### config.mk
export PLATFORM = sky130hd
export DESIGN_NAME = index_stream_to_word
export DESIGN_NICKNAME = d
export VERILOG_FILES = /design/src/rtl/index_stream_pkg.sv /design/src/rtl/index_to_onehot.sv /design/src/rtl/index_stream_to_word.sv
export SDC_FILE = /design/constraint.sdc
export NUM_CORES = 1
export LEC_CHECK = 0
export BUFFER_PORTS_ARGS = -buffer_cell sky130_fd_sc_hd__buf_2
export CAP_MARGIN = 20
export CELL_PAD_IN_SITES_DETAIL_PLACEMENT = 0
export CELL_PAD_IN_SITES_GLOBAL_PLACEMENT = 1
export CORE_MARGIN = 1
export CORE_UTILIZATION = 43
export CTS_CLUSTER_SIZE = 30
export DETAILED_ROUTE_END_ITERATION = 10
export PLACE_DENSITY_LB_ADDON = 0.15
export SLEW_MARGIN = 10
export SYNTH_ARGS = -nofsm -noshare
export SYNTH_HDL_FRONTEND = slang
export SYNTH_HIERARCHICAL = 1
export SYNTH_SLANG_ARGS = --single-unit
export TNS_END_PERCENT = 1
### constraint.sdc
create_clock -name i_clk -period 4.3 [get_ports i_clk]
set_input_delay 0.215 -clock i_clk [delete_from_list [all_inputs] [get_ports i_clk]]
set_output_delay 0.215 -clock i_clk [all_outputs]
set_load 0.02 [all_outputs]
### src/rtl/index_stream_pkg.sv
// Shared types and default width for the index-stream word rebuilder.
package index_stream_pkg;

  localparam int LP_DATA_WD = 8;

  typedef enum logic {ACCUM, HOLD} idx_acc_state_t;

endpackage : index_stream_pkg

### src/rtl/index_to_onehot.sv
// Decodes a bit index into a one-hot vector; the inverse of leading-one detection
// for single-bit vectors. Out-of-range indices give an all-zero vector and o_oor.
module index_to_onehot
  import index_stream_pkg::*;
#(
  parameter int DATA_WD = LP_DATA_WD,
  parameter int IND_WD  = $clog2(DATA_WD)
) (
  input  logic [IND_WD-1:0]  i_idx,
  input  logic               i_en,
  output logic [DATA_WD-1:0] o_onehot,
  output logic               o_oor
);

  localparam logic [IND_WD:0] LP_LIMIT = (IND_WD + 1)'(DATA_WD);

  logic w_oor;

  assign w_oor = ({1'b0, i_idx} >= LP_LIMIT);

  // one-hot decode gated by enable and range
  always_comb begin
    o_onehot = '0;
    o_oor    = 1'b0;
    if (i_en) begin
      o_oor = w_oor;
      if (!w_oor) begin
        o_onehot = DATA_WD'(1) << i_idx;
      end else begin
        o_onehot = '0;
      end
    end else begin
      o_onehot = '0;
      o_oor    = 1'b0;
    end
  end

endmodule : index_to_onehot

### src/rtl/index_stream_to_word.sv
// Rebuilds a DATA_WD-bit word from a stream of set-bit indices and hands the
// finished word downstream on a valid/ready interface with sticky error flags.
module index_stream_to_word
  import index_stream_pkg::*;
#(
  parameter int DATA_WD = LP_DATA_WD,
  parameter int IND_WD  = $clog2(DATA_WD),
  parameter int CNT_WD  = $clog2(DATA_WD + 1)
) (
  input  logic               i_clk,
  input  logic               i_rst_n,
  input  logic               i_idx_valid,
  output logic               o_idx_ready,
  input  logic [IND_WD-1:0]  i_idx,
  input  logic               i_idx_last,
  output logic               o_word_valid,
  input  logic               i_word_ready,
  output logic [DATA_WD-1:0] o_word,
  output logic [CNT_WD-1:0]  o_count,
  output logic               o_dup_err,
  output logic               o_range_err
);

  idx_acc_state_t     r_state;
  logic               r_idx_ready;
  logic               r_word_valid;
  logic [DATA_WD-1:0] r_acc;
  logic [CNT_WD-1:0]  r_count;
  logic               r_dup;
  logic               r_range;

  logic               w_accept;
  logic [DATA_WD-1:0] w_onehot;
  logic               w_oor;
  logic               w_dup;

  assign w_accept = i_idx_valid & r_idx_ready;
  assign w_dup    = |(w_onehot & r_acc);

  index_to_onehot #(
    .DATA_WD (DATA_WD),
    .IND_WD  (IND_WD)
  ) u_onehot (
    .i_idx    (i_idx),
    .i_en     (w_accept),
    .o_onehot (w_onehot),
    .o_oor    (w_oor)
  );

  // accumulate/hold FSM; ready only rises after reset release, never from i_word_ready combinationally
  always_ff @(posedge i_clk or negedge i_rst_n) begin
    if (!i_rst_n) begin
      r_state      <= ACCUM;
      r_idx_ready  <= 1'b0;
      r_word_valid <= 1'b0;
      r_acc        <= '0;
      r_count      <= '0;
      r_dup        <= 1'b0;
      r_range      <= 1'b0;
    end else begin
      case (r_state)
        ACCUM: begin
          if (w_accept) begin
            if (w_oor) begin
              r_range <= 1'b1;
            end else if (w_dup) begin
              r_dup <= 1'b1;
            end else begin
              r_acc   <= r_acc | w_onehot;
              r_count <= r_count + CNT_WD'(1);
            end
            if (i_idx_last) begin
              r_state      <= HOLD;
              r_idx_ready  <= 1'b0;
              r_word_valid <= 1'b1;
            end else begin
              r_idx_ready  <= 1'b1;
            end
          end else begin
            r_idx_ready <= 1'b1;
          end
        end
        HOLD: begin
          if (i_word_ready) begin
            r_state      <= ACCUM;
            r_idx_ready  <= 1'b1;
            r_word_valid <= 1'b0;
            r_acc        <= '0;
            r_count      <= '0;
            r_dup        <= 1'b0;
            r_range      <= 1'b0;
          end else begin
            r_idx_ready  <= 1'b0;
          end
        end
        default: begin
          r_state      <= ACCUM;
          r_idx_ready  <= 1'b0;
          r_word_valid <= 1'b0;
          r_acc        <= '0;
          r_count      <= '0;
          r_dup        <= 1'b0;
          r_range      <= 1'b0;
        end
      endcase
    end
  end

  assign o_idx_ready  = r_idx_ready;
  assign o_word_valid = r_word_valid;
  assign o_word       = r_acc;
  assign o_count      = r_count;
  assign o_dup_err    = r_dup;
  assign o_range_err  = r_range;

endmodule : index_stream_to_word

; After elaboration in Yosys (flattened, before gate mapping)
; Index checks and enable logic that the tools add are counted.
; W data, S select, Z words.
[totals]
inputBits = 8
elab_cells = 48
regBits = 17
[classes]
add_sub_neg = 1
n_eq_ne = 5
bitwise = 4
n_shift = 1
n_reduce_logical = 5
mux = 25
[op_table]
columns = op, count
row1 = $mux W8, 4
row2 = $pmux W8 S2, 1
row3 = $mux W1, 12
row4 = $mux W4, 3
row5 = $reduce_and A3 Y1, 3
row6 = $and A8 B8 Y8, 1
row7 = $ne A2 B2 Y1 const B, 4
row8 = $or A8 B8 Y8, 1
row9 = $pmux W1 S2, 4
row10 = $pmux W4 S2, 1
row11 = $reduce_or A8 Y1, 1
row12 = $shl A1 B3 Y8 const A, 1
row13 = $add A4 B1 Y4 const B, 1
row14 = $ne A2 B1 Y1 const B, 1
row15 = $reduce_and A2 Y1, 1
row16 = $and A1 B1 Y1, 1
row17 = $not A1 Y1, 1

; Longest topological paths before layout
; Gate-level depths: netlist of the first run.
[logic_depth]
word_depth = 7
mapped_depth = 8
depth_no_buf = 6

; Modules after synthesis
; The synthesis of the first run kept the hierarchy.
[modules_own_cells]
columns = mod, area_each_um2, n_inst, cells_per_inst
row1 = index_stream_to_word, 868.3, 1, 78
row2 = index_to_onehot, 106.4, 1, 10

; Worst setup path before layout of the first run
; OpenSTA, ideal clock, no wires.
[synth_path]
kind = register -> register
start = register r_idx_ready, in the netlist o_idx_ready
end = register r_acc[0], in the netlist o_word[0]
required_time_ns = 4.168
slack_ns = 2.440
setup_ns = 0.132
path_stages_with_launch = 9
arrival_time_ns = 1.728
path_cell_list = dfrtp_1 -> and2_1 -> nor4b_2 -> a22oi_1 -> and4_1 -> buf_6 -> buf_12 -> a41oi_1 -> nor2_1
[synth_via]
elab_chain_len = 6
elab_cells_between_ends = 11
classes_between = eq/ne (2) / mux (4) / bitwise (3) / reduce/logical (2)
[synth_lines]
columns = item, line_no
row1 = from (decl), index_stream_to_word.sv:25  ; logic r_idx_ready;
row2 = from (signal assigned), index_stream_to_word.sv:54  ; r_idx_ready <= 1'b0;
row3 = from (signal assigned), index_stream_to_word.sv:74  ; r_idx_ready <= 1'b0;
row4 = from (signal assigned), index_stream_to_word.sv:77  ; r_idx_ready <= 1'b1;
row5 = $and A1 B1 Y1 (*), index_stream_to_word.sv:37  ; assign w_accept = i_idx_valid & r_idx_ready;
row6 = net w_accept, index_stream_to_word.sv:32  ; logic w_accept;
row7 = $mux W8 (*), index_to_onehot.sv:25  ; if (i_en) begin
row8 = net w_onehot[0], index_stream_to_word.sv:33  ; logic [DATA_WD-1:0] w_onehot;
row9 = $and A8 B8 Y8 / $or A8 B8 Y8 (equally long branches), "index_stream_to_word.sv:38, index_stream_to_word.sv:69"
row10 = $reduce_or A8 Y1 / $mux W8 (equally long branches), "index_stream_to_word.sv:38, index_stream_to_word.sv:66"
row11 = $ne A2 B2 Y1 (no line) / $mux W8 (equally long branches), --
row12 = $reduce_and A3 Y1 (no line) / $pmux W8 S2 (equally long branches), --
row13 = to (signal assigned), index_stream_to_word.sv:69  ; r_acc <= r_acc | w_onehot;
row14 = to (decl), index_stream_to_word.sv:27  ; logic [DATA_WD-1:0] r_acc;
; Mark *: on every way through the listed nets, which the timed path passes. The rest lies on a longest branch. The select of a mux whose other input is x is not followed.
; A chain may end at the register's enable or synchronous reset.

; Worst setup path in the final report of the first run
[layout_path]
start = register r_idx_ready, in the netlist o_idx_ready
end = register r_count[2], in the netlist o_count[2]
[layout_via]
elab_chain_len = 6
elab_cells_between_ends = 7
classes_between = eq/ne (2) / mux (1) / bitwise (2) / reduce/logical (2)
[layout_lines]
columns = item, line_no
row1 = $and A1 B1 Y1, index_stream_to_word.sv:37
row2 = net w_accept, index_stream_to_word.sv:32
row3 = $mux W8, index_to_onehot.sv:25
row4 = net w_onehot[1], index_stream_to_word.sv:33
row5 = $and A8 B8 Y8, index_stream_to_word.sv:38  ; assign w_dup = |(w_onehot & r_acc);
row6 = $reduce_or A8 Y1, index_stream_to_word.sv:38
row7 = $ne A2 B2 Y1 (no line), --
row8 = $reduce_and A3 Y1 (no line), --
row9 = to (signal assigned), index_stream_to_word.sv:70  ; r_count <= r_count + CNT_WD'(1);
row10 = to (decl), index_stream_to_word.sv:28  ; logic [CNT_WD-1:0] r_count;
; The timed path passes the listed nets, and every way through them passes these cells.

==> results of run 1 <==
## through the flow
step                      setup WS (ns)  std cells  instance area, um2
final                             2.115        137                1101
after CTS                         2.121        137                1101
after global routing              1.954        137                1101
after detailed placement          2.156        132                1065
after floorplan                   2.440         88               974.7
after global placement            2.167        132                1065
## path summary, 6_finish.rpt
kind	slack, ns	startpoint	to
worst max-delay path	2.12	o_idx_ready$_DFF_PN0_	o_count[2]$_DFFE_PN0P_
worst min-delay path	0.14	i_word_ready	r_state$_DFF_PN0_
worst max register to register	2.12	o_idx_ready$_DFF_PN0_	o_count[2]$_DFFE_PN0P_
worst min register to register	0.49	o_dup_err$_DFFE_PN0P_	o_dup_err$_DFFE_PN0P_
max in group asynchronous	3.66	i_rst_n	o_word[6]$_DFFE_PN0P_
min in group asynchronous	0.36	i_rst_n	o_dup_err$_DFFE_PN0P_
## per-layer routing
layer	up-vias	share of wire (%)	global-route usage [%]
met5	-	0	0
met4	0	1.6	8.571
met3	4	5.1	4.630
li1	379	-	-
met1	357	50	25.74
met2	23	43	24.77
## cells by family after synthesis
logic type | synth area share, %
compound gates | 22.85
fa+ha+maj | 1.283
mux | 1.027
buf+inv | 6.803
other cells | 0.3847
simple gates | 24.00
flops | 43.65
## power breakdown
part | internal (uW) | switching, uW
Sequential | 185 | 23.0
Combinational | 52.1 | 84.9
Clock | 36.2 | 55.5
## placed cells by master (no fill, tap or decap)
| cell | netlist | routed |
|---|---|---|
| and4b_2 | 2 | 2 |
| and4bb_2 | 1 | 1 |
| inv_1 | 2 | 2 |
| nand3_1 | 1 | 1 |
| and2_1 | 3 | 3 |
| o21ai_0 | 2 | 2 |
| a21oi_4 | 1 | 1 |
| nand2_2 | 1 | 1 |
| a2111oi_2 | 1 | 1 |
| a31oi_1 | 1 | 1 |
| clkbuf_1 | 1 | 1 |
| nand3b_4 | 1 | 1 |
| and4_1 | 1 | 1 |
| a41o_2 | 2 | 2 |
| nand2_1 | 3 | 3 |
| and4b_1 | 1 | 1 |
| dlygate4sd3_1 | 0 | 1 |
| nor2_1 | 12 | 12 |
| a22oi_1 | 4 | 4 |
| conb_1 | 1 | 1 |
| and4bb_1 | 2 | 2 |
| and4_2 | 1 | 1 |
| a41oi_1 | 8 | 8 |
| ha_1 | 1 | 1 |
| buf_2 | 1 | 23 |
| a21oi_1 | 4 | 4 |
| o211a_1 | 1 | 1 |
| nor2b_1 | 1 | 1 |
| clkbuf_4 | 0 | 3 |
| mux2i_1 | 1 | 1 |
| dfrtp_1 | 17 | 17 |
| and3_2 | 1 | 1 |
| nor3_2 | 1 | 1 |
| nor4b_2 | 1 | 1 |
| o21a_1 | 3 | 3 |
## area by class of cell
class	count	area share (%)
Sequential cell	17	38.64
Timing Repair Buffer	24	11.36
Tap cell	27	3.068
Clock buffer	4	2.386
Inverter	2	0.6818
Multi-Input combinational cell	63	43.86
## registers in the layout, summed over array words and instances, names as in the netlist
signal	cells
o_idx_ready	1
o_word	8
o_dup_err	1
o_range_err	1
o_count	4
o_word_valid	1
r_state	1
## worst register-to-register path, stage by stage, from the launching register on
cell	delay (ns)
dfrtp_1	0.42
and2_1	0.22
and4bb_2	0.26
a22oi_1	0.20
and4_1	0.57
a31oi_1	0.16
a41o_2	0.25
==> run metrics, run 1 <==
later-pin clock latency in the skew report=0.30 ns; number of synthesized flops with an enable pin=0; CP Max Fanout=16; starting density of the core=a little under half; TritonCTS buffer count=3; headroom to the max-slew limit=64.19%; post-layout min period=2.185 ns; # diodes=0; post-CTS setup buffers=0; CTS Sinks=17; Die Ht=49.61 um; chip width=49.61 um; wire per inst=14.12 um; FF/Latch Area=425.4 um2; fin. max-slew vios=0; Sum Neg Setup Slack=0 ns; CP required=4.50 ns; core region area=2042 um2; Min Hold Slack=0.1419 ns; Leakage=0.0005550 uW; mapped cell area=974.7 um2; Rows=16; area growth from synthesis to layout=12.97%; slowest CP cell=and4_1; area leader, netlist=dfrtp_1; Worst-Margin Slew=0.5371 ns; critical path endpoint category=flip-flop; WHS Path Cells=2; Synth Warn #=6; vias in the first global route=682; IO buf count=23; post-synthesis async set-or-reset flop share=100.0%; status=finished, final reports clean; fillers=slightly above 200; Slowest Stage Delay on Critical Path=0.57 ns; FMAX=between 0.4 and 0.5 GHz; Cell variety after synth=36; final setup fails=0; antenna-violating nets left=0; Starting DRT DRC Count=20; crit path kind=reg2reg; FF+latch count, synth=17; initial antenna violation count=0; total power=436.7 uW; cell depth of the worst setup path=6; Post-synth top flop=dfrtp_1; share of layout cells above drive strength 1=35.45%; first-pass GRT wire length=3222 um; dpl hpwl=1297 um; root buffer selected by CTS=clkbuf_4; GRT Total Usage=17.92%; ranking of synthesized cells by area=dfrtp_1 (44%), a41oi_1 (7.2%), nor2_1 (4.6%); CP cell instances=and2_1 -> and4bb_2 -> a22oi_1 -> and4_1 -> a31oi_1 -> a41o_2; grt total ovfl=0; TritonRoute pass-1 iters=4; CTS HTree Levels=1; R2R cell count=6; delay-heaviest family, CP=simple AND/OR/NAND/NOR gates; cell count after synthesis=88; post-cts sizing count=0; Synth top area share=roughly 44%; DRT Wirelength=approximately 1900 um; Arr. time, crit path=between 2 and 2.5 ns; WP buf/inv=0; max_cap viols=0; RSZ-0062 raised after global routing=no; Worst Hold Class=in2reg; PwrDens=396.6 nW/um2; area of the multi-input gates=between 400 and 500 um2; nets@finish=between 100 and 150; # hold bufs at CTS=1; die area=2461 um2; final clock skew=between 0.003 and 0.004 ns; Remaining DRCs=0; Hold Vio Cnt, Final=0; sequential fraction of the synthesis area=43.65%; Clock Path Buffers=2; total number of vias=between 700 and 800; Commonest cells post-synth=dfrtp_1 (17), nor2_1 (12), a41oi_1 (8); fin crit share=50.81%; largest net degree at the start of global routing=18; Final Util=between 50% and 60%; syn_nets=97; Startpoint Class=flip-flop; most numerous cell in the Yosys netlist=dfrtp_1; Final Wtd Congestion=0.7746; average size of a mapped cell=around 11 um2; CTS tree=done; worst vdd ir=around 290 uV; I/O pin count=24; via/cell ratio=between 5 and 6; Worst-path clk slew=0.11 ns
No activity file was read; power rests on OpenSTA's default activity.
==> inputs of run 2 (changes only) <==
--- a/config.mk
+++ b/config.mk
@@ -10,7 +10,7 @@
 export CELL_PAD_IN_SITES_DETAIL_PLACEMENT = 0
 export CELL_PAD_IN_SITES_GLOBAL_PLACEMENT = 1
 export CORE_MARGIN = 1
-export CORE_UTILIZATION = 43
+export CORE_UTILIZATION = 40
 export CTS_CLUSTER_SIZE = 30
 export DETAILED_ROUTE_END_ITERATION = 10
 export PLACE_DENSITY_LB_ADDON = 0.15
==> constraint.sdc (replaced) <==
create_clock -name i_clk -period 2.1 [get_ports i_clk]
set_input_delay 0.105 -clock i_clk [delete_from_list [all_inputs] [get_ports i_clk]]
set_output_delay 0.105 -clock i_clk [all_outputs]
set_load 0.02 [all_outputs]
==> run 2 against run 1 <==
Via count increased by 2.4%. Die area is 7.2% higher. Non-clock buffer count rose by 2. First-iteration DRC count decreased by 15%. Global-route usage hardly changed.
==> run metrics, run 2 (synthesis gave the netlist of run 1 again) <==
status=finished, final reports clean; # diodes=0 (unchanged); total power=900.3 uW (+110%); GRT Total Usage=17.88% (-0.039 points); HP Start=i_word_ready; post-layout min period=1.931 ns (-0.2534 ns); Reg2Reg Setup Slack=0.17 ns (-1.95 ns); Design Area, Final=1130 um2 (+2.6%); Worst-path clk slew=0.11 ns (about the same); fin. max-slew vios=0 (unchanged); worst vdd ir=395.0 uV (+34%); chip width=51.37 um (+3.5%); Sum Neg Setup Slack=0 ns (unchanged); Slowest Stage Delay on Critical Path=0.42 ns (-0.15 ns); WHS Path Cells=2 (unchanged); Worst Hold Class=in2reg; crit path kind=reg2reg; fillers=231 (+14%); commonest cells after routing, fill and taps aside=buf_2 (23), dfrtp_1 (17), nor2_1 (12); IO buf count=23 (unchanged); reg-to-reg endpoint=o_count[2]$_DFFE_PN0P_; TritonRoute pass-1 iters=3 (-1); fin crit share=91.97% (+41 points); Finished Layout Cells=140 (+2.2%); final clock skew=0.008694 ns (+0.004735 ns); PwrDens=796.8 nW/um2 (+100%); critical path endpoint category=flip-flop; DRT Wirelength=2029 um (+4.9%); max reg flops=8 (unchanged); Placed Area=1094 um2 (+2.7%); I/O pin count=24 (unchanged); core region area=2255 um2 (+10%); FF-to-FF Start=o_idx_ready$_DFF_PN0_; Leakage=0.0005698 uW (+2.7%); Rows=17 (+1); die area=2638 um2 (+7.2%); grt total ovfl=0 (unchanged); slowest CP cell=dfrtp_1; total number of vias=781 (+2.4%); Remaining DRCs=0 (unchanged); final setup fails=0 (unchanged); CP Max Fanout=12 (-4); share of layout cells above drive strength 1=36.61% (+1.2 points); starting density of the core=43.23% (-4.5 points); FMAX=0.5178 GHz (+13%); CTS HTree Levels=1 (unchanged); via/cell ratio=5.579 (+0.17%); Arr. time, crit path=2.13 ns (-0.26 ns); RSZ-0062 raised after global routing=no; R2R cell count=7 (+1); initial antenna violation count=0 (unchanged); Final Wtd Congestion=0.7234 (-6.6%); Die Ht=51.37 um (+3.5%); most common cell after layout, fill and taps aside=buf_2; nets@finish=122 (+1.7%); Starting DRT DRC Count=17 (-15%); area growth from synthesis to layout=15.92%; Cells after DPL=135 (+2.3%); TritonCTS buffer count=3 (unchanged); dpl hpwl=1437 um (+11%); Hold Vio Cnt, Final=0 (unchanged); vias in the first global route=753 (+10%); first-pass GRT wire length=3498 um (+8.6%); CTS tree=done; CP required=2.30 ns (-2.20 ns); CTS Sinks=17 (unchanged); later-pin clock latency in the skew report=0.30 ns (about the same); max_cap viols=0 (unchanged); antenna-violating nets left=0 (unchanged); largest net degree at the start of global routing=18 (unchanged); CP cell instances=and2_1 -> and4bb_2 -> a22oi_1 -> and4_1 -> buf_12 -> a31oi_1 -> a41o_2; Clock Path Buffers=2 (unchanged); wire per inst=14.49 um (+2.7%); Startpoint Class=flip-flop; root buffer selected by CTS=clkbuf_4; Hold Path End=r_state$_DFF_PN0_; post-cts sizing count=0 (unchanged)
[run 2: changes by cell type in the layout (fill, tap and decap cells not counted), sizes merged]
cell | before | now
buf | 23 | 25
[run 2: layout make-up]
cell class / count / area [um2] / share of cell area [%]
Clock buffer: 4 / 26.28 / 2.326
Inverter: 2 / 7.507 / 0.6645
Multi-Input combinational cell: 63 / 483.0 / 42.75
Sequential cell: 17 / 425.4 / 37.65
Tap cell: 28 / 35.03 / 3.101
Timing Repair Buffer: 26 / 152.6 / 13.51
[run 2: worst max path at each step]
stage / from / end / cells past startpoint
floorplan: o_idx_ready$_DFF_PN0_ / o_word[3]$_DFFE_PN0P_ / 8
global placement: o_idx_ready$_DFF_PN0_ / o_count[2]$_DFFE_PN0P_ / 7
detailed placement: o_idx_ready$_DFF_PN0_ / o_count[2]$_DFFE_PN0P_ / 7
CTS: o_idx_ready$_DFF_PN0_ / o_count[2]$_DFFE_PN0P_ / 7
global route: o_idx_ready$_DFF_PN0_ / o_count[2]$_DFFE_PN0P_ / 7
finish: o_idx_ready$_DFF_PN0_ / o_count[2]$_DFFE_PN0P_ / 7
[run 2: what timing repair did]
action	in CTS	in global routing
setup buffers	0	0
hold buffers	1	0
endpoints found under the hold margin	17	0
setup endpoints to repair	0	0
[run 2: per-layer routing]
layer | vias to the layer above | track usage (%) | routed length [um]
met1 | 375 | 25.05 | 1039
met2 | 14 | 26.62 | 906
li1 | 388 | - | -
met5 | - | 0 | 0
met4 | 0 | 8.559 | 34
met3 | 4 | 2.679 | 49
[run 2: through the flow]
| step | hold slack, ns | util, % | setup WS (ns) |
|---|---|---|---|
| detailed placement | 0.05727 | 48.50 | 0.1620 |
| global route | 0.04204 | 50.11 | 0.02588 |
| floorplan | -0.1906 | - | 0.2397 |
| CTS | 0.01726 | 50.11 | 0.1476 |
| global placement | 0.05260 | 48.50 | 0.2063 |
| finish | 0.02086 | 50.11 | 0.1686 |
[run 2: critical path: cells and delay by family, from the launching register on]
kind | cells | cell delay, ns
compound gates | 3 | 0.49
flops | 1 | 0.42
buf+inv | 1 | 0.14
simple gates | 3 | 0.77
[run 2: report_power, final]
part	switching (uW)	internal, uW
registers	48.7	379
clock network	110	74.0
logic	177	111
==> inputs of run 3 (changes only) <==
--- a/config.mk
+++ b/config.mk
@@ -9,7 +9,6 @@
 export CAP_MARGIN = 20
 export CELL_PAD_IN_SITES_DETAIL_PLACEMENT = 0
 export CELL_PAD_IN_SITES_GLOBAL_PLACEMENT = 1
-export CORE_MARGIN = 1
 export CORE_UTILIZATION = 40
 export CTS_CLUSTER_SIZE = 30
 export DETAILED_ROUTE_END_ITERATION = 10
==> constraint.sdc (replaced) <==
create_clock -name i_clk -period 1.8 [get_ports i_clk]
set_input_delay 0.27 -clock i_clk [delete_from_list [all_inputs] [get_ports i_clk]]
set_output_delay 0.27 -clock i_clk [all_outputs]
set_load 0.02 [all_outputs]
==> run 3 against run 2 <==
First-iteration DRC count decreased by 24%. Wire length increased by 11%. Cell count increased by 7.1%. Total power increased by 21%. Clock-buffer cell count decreased by 1. Worst setup slack got worse by 0.21 ns. The flow now finishes with violations (setup timing). Hold slack improved by 0.17 ns. Utilization increased by 4.9 points. Global-route usage increased by 3.4 points. Sequential cell count unchanged. Register-to-register slack got worse by 0.21 ns. Critical path type unchanged.
==> run metrics, run 3 (synthesis gave the netlist of run 1 again) <==
Design Area, Final=1240 um2 (+9.7%); FMAX=0.5444 GHz (+5.1%); fillers=233 (+0.87%); dpl hpwl=1565 um (+8.9%); GRT Total Usage=21.26% (+3.4 points); area growth from synthesis to layout=27.21%; Final Wtd Congestion=0.7521 (+4.0%); fin. max-slew vios=0 (unchanged); TritonCTS buffer count=3 (unchanged); post-layout min period=1.837 ns (-0.09457 ns); crit path kind=reg2reg; RSZ-0062 raised after global routing=yes; # diodes=0 (unchanged); CP Max Fanout=6 (-6); Worst-path clk slew=0.10 ns (about the same); PwrDens=875.0 nW/um2 (+9.8%); total number of vias=839 (+7.4%); commonest cells after routing, fill and taps aside=buf_2 (24), dfrtp_1 (16), nor2_1 (12); antenna-violating nets left=0 (unchanged); CTS HTree Levels=1 (unchanged); final worst slack=-0.03686 ns (-0.2054 ns); Clock Path Buffers=2 (unchanged); via/cell ratio=5.593 (+0.26%); IO buf count=23 (unchanged); worst vdd ir=583.9 uV (+48%); grt total ovfl=0 (unchanged); core region area=2255 um2 (unchanged); fin crit share=102.0% (+10 points); Hold Vio Cnt, Final=0 (unchanged); TritonRoute pass-1 iters=4 (+1); share of layout cells above drive strength 1=49.18% (+13 points); largest net degree at the start of global routing=18 (unchanged); Min Hold Slack=0.1861 ns (+0.1652 ns); Die Ht=51.37 um (unchanged); critical path endpoint category=flip-flop; Starting DRT DRC Count=13 (-4); Arr. time, crit path=2.03 ns (-0.10 ns); CTS Sinks=17 (unchanged); wire per inst=15.04 um (+3.8%); DRT Wirelength=2256 um (+11%); nets@finish=132 (+8.2%); later-pin clock latency in the skew report=0.30 ns (about the same); first-pass GRT wire length=4091 um (+17%); CTS tree=done; chip width=51.37 um (unchanged); vias in the first global route=867 (+15%); die area=2638 um2 (unchanged); max reg flops=8 (unchanged); I/O pin count=24 (unchanged); Startpoint Class=flip-flop; status=complete, but fails checks; starting density of the core=43.23% (unchanged); final clock skew=0.004957 ns (-0.003737 ns); Remaining DRCs=0 (unchanged); CP required=2.00 ns (-0.30 ns); Leakage=0.0006209 uW (+9.0%); Worst Hold Class=in2reg; violated checks=setup timing; most common cell after layout, fill and taps aside=buf_2; initial antenna violation count=0 (unchanged); max_cap viols=0 (unchanged); root buffer selected by CTS=clkbuf_4; Rows=17 (unchanged); Placed Area=1127 um2 (+3.1%); final setup fails=3 (+3)
[run 3: final timing paths]
| path | from | endpoint | slack, ns | depth (start not counted) |
|---|---|---|---|---|
| worst min register to register | o_word_valid$_DFFE_PN0P_ | o_word_valid$_DFFE_PN0P_ | 0.51 | 2 |
| worst max register to register | o_idx_ready$_DFF_PN0_ | o_count[2]$_DFFE_PN0P_ | -0.04 | 7 |
| min in group asynchronous | i_rst_n | o_word[4]$_DFFE_PN0P_ | 0.41 | 2 |
| worst min-delay path | i_word_ready | r_state$_DFF_PN0_ | 0.19 | 2 |
| max in group asynchronous | i_rst_n | o_idx_ready$_DFF_PN0_ | 1.08 | 2 |
| worst max-delay path | o_idx_ready$_DFF_PN0_ | o_count[2]$_DFFE_PN0P_ | -0.04 | 7 |
[run 3: metal layers]
metal | track usage (%) | routed length [um] | share of wire, %
met4 | 11.26 | 42 | 1.9
met2 | 33.33 | 1074 | 48
met5 | 0 | 0 | 0
met3 | 3.571 | 65 | 2.9
met1 | 27.75 | 1074 | 48
[run 3: where the power goes]
part | switching [uW] | internal (uW) | leakage (uW)
Sequential | 59.7 | 443 | 0.000224
Combinational | 219 | 151 | 0.000379
Clock | 130 | 83.0 | 0.0000177
[run 3: final cells by class]
type / count / area (um2) / share of cell area (%)
Multi-Input combinational cell: 64 / 534.3 / 43.09
Clock inverter: 1 / 5.005 / 0.4036
Tap cell: 28 / 35.03 / 2.825
Clock buffer: 3 / 22.52 / 1.816
Timing Repair Buffer: 35 / 209.0 / 16.85
Inverter: 2 / 7.507 / 0.6054
Sequential cell: 17 / 426.7 / 34.41
[run 3: worst max-delay path: stages, from the launching register on]
cell     delay (ns)
dfrtp_2        0.42
and2_2         0.22
and4_2         0.23
a22oi_1        0.18
and4_4         0.26
buf_6          0.12
a31oi_1        0.07
a41o_2         0.23
[run 3: timing repair]
action / in CTS / in global routing
resized for setup: 5 / 6
cloned: 1 / 1
setup buffers: 2 / 1
hold buffers: 1 / 0
hold endpoints to repair: 17 / 0
setup endpoints to repair: 5 / 13
pin swaps: 1 / 6
[run 3: through the flow]
stage / TNS, ns / utilization, % / setup WS (ns) / power (uW) / instances
after floorplan: 0 / - / 0.01554 / 736.3 / 88
after global placement: -0.1728 / 50.00 / -0.06609 / 849.3 / 141
after detailed placement: -0.2616 / 50.00 / -0.09972 / 861.6 / 141
after CTS: 0 / 53.27 / 0.001059 / 1091 / 149
after global routing: -1.137 / 54.99 / -0.1221 / 1167 / 150
final: -0.08671 / 54.99 / -0.03686 / 1085 / 150
